<file path="config.mk">
export PLATFORM = sky130hd
export DESIGN_NAME = add_req_initiator
export DESIGN_NICKNAME = d
export VERILOG_FILES = /design/src/rtl/add_req_initiator.sv
export SDC_FILE = /design/constraint.sdc
export NUM_CORES = 1
export LEC_CHECK = 0
export CORE_MARGIN = 2
export CORE_UTILIZATION = 43
export CTS_BUF_LIST = sky130_fd_sc_hd__clkbuf_4 sky130_fd_sc_hd__clkbuf_8
export DETAILED_ROUTE_END_ITERATION = 6
export PLACE_DENSITY_LB_ADDON = 0.2
export SLEW_MARGIN = 20
export SYNTH_ARGS = -nofsm -noshare
export SYNTH_HDL_FRONTEND = slang
export SYNTH_SLANG_ARGS = --single-unit
</file>
<file path="constraint.sdc">
create_clock -name clk -period 2.4 [get_ports clk]
set_input_delay 0.48 -clock clk [delete_from_list [all_inputs] [get_ports clk]]
set_output_delay 0.48 -clock clk [all_outputs]
set_load 0.005 [all_outputs]
</file>
<file path="src/rtl/add_req_initiator.sv">
// Requester for a start/valid adder engine: takes operand pairs upstream, issues one
// engine request at a time, and returns the result (or a timeout abort) downstream.
module add_req_initiator #(
  parameter int W       = 12,
  parameter int TIMEOUT = 8
) (
  input  logic         clk,
  input  logic         rst,
  input  logic         in_valid,
  output logic         in_ready,
  input  logic [W-1:0] in_a,
  input  logic [W-1:0] in_b,
  output logic         start,
  output logic [W-1:0] a,
  output logic [W-1:0] b,
  input  logic [W-1:0] y,
  input  logic         valid,
  output logic         out_valid,
  input  logic         out_ready,
  output logic [W-1:0] out_sum,
  output logic         out_timeout,
  output logic [7:0]   timeout_count,
  output logic         proto_err,
  output logic [1:0]   dbg_state
);

  // Handshakes: a transfer happens on a posedge where valid and ready are both high;
  // out_valid/out_sum/out_timeout stay stable until that edge.
  typedef enum logic [1:0] {S_IDLE, S_ISSUE, S_WAIT, S_RESP} state_t;

  localparam int CW = $clog2(TIMEOUT + 1);

  state_t         state_q, state_d;
  logic           start_q, start_d;
  logic [W-1:0]   a_q, a_d;
  logic [W-1:0]   b_q, b_d;
  logic           out_valid_q, out_valid_d;
  logic [W-1:0]   out_sum_q, out_sum_d;
  logic           out_timeout_q, out_timeout_d;
  logic [7:0]     tcnt_q, tcnt_d;
  logic           proto_err_q, proto_err_d;
  logic [CW-1:0]  cnt_q, cnt_d;

  always_comb begin
    state_d       = state_q;
    start_d       = start_q;
    a_d           = a_q;
    b_d           = b_q;
    out_valid_d   = out_valid_q;
    out_sum_d     = out_sum_q;
    out_timeout_d = out_timeout_q;
    tcnt_d        = tcnt_q;
    cnt_d         = cnt_q;
    // An engine valid anywhere but WAIT is a protocol violation; it never carries data.
    proto_err_d   = proto_err_q | (valid & (state_q != S_WAIT));

    case (state_q)
      S_IDLE: begin
        if (in_valid) begin
          a_d     = in_a;
          b_d     = in_b;
          start_d = 1'b1;
          state_d = S_ISSUE;
        end
      end
      S_ISSUE: begin
        start_d = 1'b0;
        cnt_d   = '0;
        state_d = S_WAIT;
      end
      S_WAIT: begin
        // A valid on the last allowed cycle still counts as a normal response.
        if (valid) begin
          out_sum_d     = y;
          out_timeout_d = 1'b0;
          out_valid_d   = 1'b1;
          state_d       = S_RESP;
        end else if (cnt_q == CW'(TIMEOUT - 1)) begin
          out_sum_d     = '0;
          out_timeout_d = 1'b1;
          out_valid_d   = 1'b1;
          if (tcnt_q != 8'hFF) tcnt_d = tcnt_q + 8'd1;
          state_d       = S_RESP;
        end else begin
          cnt_d = cnt_q + 1'b1;
        end
      end
      S_RESP: begin
        if (out_ready) begin
          out_valid_d = 1'b0;
          state_d     = S_IDLE;
        end
      end
      default: state_d = S_IDLE;
    endcase
  end

  always_ff @(posedge clk) begin
    if (rst) begin
      state_q       <= S_IDLE;
      start_q       <= 1'b0;
      a_q           <= '0;
      b_q           <= '0;
      out_valid_q   <= 1'b0;
      out_sum_q     <= '0;
      out_timeout_q <= 1'b0;
      tcnt_q        <= '0;
      proto_err_q   <= 1'b0;
      cnt_q         <= '0;
    end else begin
      state_q       <= state_d;
      start_q       <= start_d;
      a_q           <= a_d;
      b_q           <= b_d;
      out_valid_q   <= out_valid_d;
      out_sum_q     <= out_sum_d;
      out_timeout_q <= out_timeout_d;
      tcnt_q        <= tcnt_d;
      proto_err_q   <= proto_err_d;
      cnt_q         <= cnt_d;
    end
  end

  assign in_ready      = (state_q == S_IDLE) & ~rst;
  assign start         = start_q;
  assign a             = a_q;
  assign b             = b_q;
  assign out_valid     = out_valid_q;
  assign out_sum       = out_sum_q;
  assign out_timeout   = out_timeout_q;
  assign timeout_count = tcnt_q;
  assign proto_err     = proto_err_q;
  assign dbg_state     = state_q;

endmodule
</file>
==> summary.txt <==
Run status
  • Status: finished, final reports clean

Worst setup path
  • Max FO, Critical Path: 5
  • Worst path most repeated cell: inv_1
  • Critical Path, Cell by Cell: inv_1 > ha_1 > inv_1 > nor2_1 > clkdlybuf4s50_1
  • Worst Reg-to-Reg Cells: 6
  • Critical path startpoint category: flop
  • Crit end category: primary output
  • Type of the worst setup path: reg -> out
  • Slowest cell on crit path: clkdlybuf4s50_1
  • Crit path DAT: around 1700 ps
  • Slowest stage delay, CP: about 510 ps
  • Worst EP required: roughly 1900 ps

Synthesis
  • Cell count after synthesis: approximately 250
  • Number of flops mapped to enable cells by yosys: 0
  • Sequential area share after synthesis: between 50% and 60%
  • Async SR Flop Fraction: 0%
  • Cell taking the most area after synthesis: dfxtp_1
  • Synthesized area per cell: 8.55 µm²
  • Area share of the largest cell type after synthesis: between 50% and 60%
  • Synth Net Count: approximately 300
  • Synth cell types: 33
  • #FFs+latches synth: 54
  • Synth Flop Type: dfxtp_1
  • Most frequent cells after synthesis: dfxtp_1, nand2_1, a21oi_1, nor2_1, a22oi_1
  • Post-Syn Area: roughly 0.0021 mm²
  • YS warnings: 0
  • Top post-synthesis cells by area: dfxtp_1, nand2_1, a21oi_1

Placed design
  • Routability cong.: 0.750
  • DP Area: 0.00308 mm²
  • Post-DP HPWL: 3440 µm
  • Pre-CTS WS: between 150 and 200 ps
  • Port bufs: 91

STA
  • Pins Over Slew Limit: 0
  • Hold_ws: approximately 460 ps
  • Final setup margin: 239 ps
  • Final Critical Period: approximately 2200 ps
  • Slew HR: a little over three fifths
  • RSZ-0062 raised after global routing: no
  • Final setup violating endpoints: 0
  • Worst slew pin tran: about 560 ps
  • Post-Route Skew: about 6.6 ps
  • Fmax: ~460 MHz
  • Final worst-path cycle share: about 90%
  • Fin. Hold Viols: 0
  • Final setup TNS: 0 ps

Floorplan
  • Number of cell rows: 25
  • Die area: 0.00551 mm²
  • Die Y-Extent: 74.2 µm
  • IO Pins: approximately 90
  • Die X: approximately 74 µm
  • Core Region: between 0.004 and 0.005 mm²
  • Initial Utilization: between 40% and 50%

Pwr
  • Sw Share: between 20% and 30%
  • LEAKAGE: 0.00116 µW
  • Logic pwr share: between 30 and 40%
  • PwrDens: roughly 710 mW/mm²
  • Clk pwr share: 22.8%
  • NetSw: ~660 µW
  • Worst VDD drop: roughly 0.00052 V
  • Cell-internal power: 1610 µW
  • Sequential share of power: between 40% and 50%

Layout
  • Fill count: 388
  • Final net count: between 300 and 400
  • Layout cells sized above 1: between 5 and 6%
  • N_diodes: 0
  • Finished layout cell area: 0.00317 mm²
  • Area Overhead vs Synth: 49.8%

Clock network
  • H-tree depth: 2
  • CTS Hold Buffers Added: 0
  • Clock buffer depth: 2
  • CTS tree: yes
  • Post-CTS Setup Inserts: 0
  • Clock transition at path regs: 90 ps
  • CTS Buf Count: 5
  • Clk_lat worst skew: 310 ps
  • Clk sinks: 54
  • CTS resizes: 0
  • Clk root buf: clkbuf_8

Route
  • DRT antenna net count: 0
  • TritonRoute pass-1 iters: 4
  • Post-DR wirelength/cell: about 12 µm
  • Vias after detailed routing: about 2,000
  • WL final: around 5000 µm
  • Iteration-0 DRC Markers: between 70 and 80
  • DRC errors left: 0
  • Via density: around 5.0

Global route
  • Antenna violations before repair: 0
  • First-pass GRT wire length: just over 8000 µm
  • Vias in the first global route: ~1,800
  • Tot GR Track Use: 18.6%
  • GR Overflow Total: 0
  • Largest net degree at the start of global routing: 55

Min path
  • Worst hold stages: 2
  • Min-delay worst type: reg -> reg

Flow run
  • Maxcap violations: 0
==> placed cells by master, fill, tap and decap left out, types with 4 or more instances in the layout <==
master           count
nand3_1              7
clkdlybuf4s50_1     90
ha_1                 6
nor3_1               4
clkbuf_8             6
a22oi_1             12
inv_1                5
nor2_1              23
o21ai_0              4
buf_4                4
dfxtp_1             54
nand2_1             54
a21oi_1             35
==> worst max-delay path: cells and delay by family (launching register included) <==
| family | cells | cell delay (ps) |
|---|---|---|
| flops | 1 | 370 |
| buf+inv | 3 | 700 |
| fa+ha+maj | 1 | 210 |
| simple gates | 1 | 110 |
==> flip-flops by register name, summed over array words and instances, names as in the netlist <==
name,flops
out_valid,1
b,12
cnt_q,4
timeout_count,8
out_timeout,1
start,1
a,12
proto_err,1
out_sum,12
dbg_state,2
==> cell families after synthesis <==
logic type | synth area share (%)
flops | 51.0
fa+ha+maj | 3.54
buf+inv | 3.72
compound gates | 17.7
mux | 0.945
simple gates | 21.8
xor+xnor | 1.24
==> path summary, 6_finish.rpt <==
kind | startpoint | endpoint | slack [ps]
worst max register to register | dbg_state[0]$_SDFFE_PP0P_ | timeout_count[7]$_SDFFE_PP0P_ | 440
worst min register to register | b[1]$_SDFFE_PP0P_ | b[1]$_SDFFE_PP0P_ | 460
worst min-delay path | b[1]$_SDFFE_PP0P_ | b[1]$_SDFFE_PP0P_ | 460
worst max-delay path | dbg_state[0]$_SDFFE_PP0P_ | in_ready | 240
==> power groups by stage <==
stage	clock, µW	sequential (µW)	combinational, µW
4_1_cts	539	1060	698
3_3_place_gp	0	1080	684
3_5_place_dp	0	1080	694
2_1_floorplan	0	1090	329
5_1_grt	574	1080	773
6_report	518	1060	687
==> routing by layer <==
layer	up-vias	routed length [µm]	global-route usage (%)
met1	905	2160	22.4
met2	68	2300	30.2
met4	0	51	4.85
met3	6	444	8.54
li1	1026	-	-
met5	-	0	0
==> layout make-up <==
class / instances / area, µm² / share of cell area, %
inverters: 5 / 18.8 / 0.591
flip-flops and latches: 54 / 1080 / 34.1
well taps: 67 / 83.8 / 2.64
clock inverters: 2 / 12.5 / 0.394
clock buffers: 6 / 82.6 / 2.60
multi-input cells: 176 / 960 / 30.2
repair buffers: 95 / 936 / 29.5
==> per-stage QoR <==
stage	std cells	total power, µW	utilization, %
floorplan	248	1420	-
global placement	397	1760	65.2
detailed placement	397	1780	65.2
CTS	405	2300	67.2
global route	405	2430	67.2
finish	405	2270	67.2
Note: power is estimated with default switching activity, not from simulation.
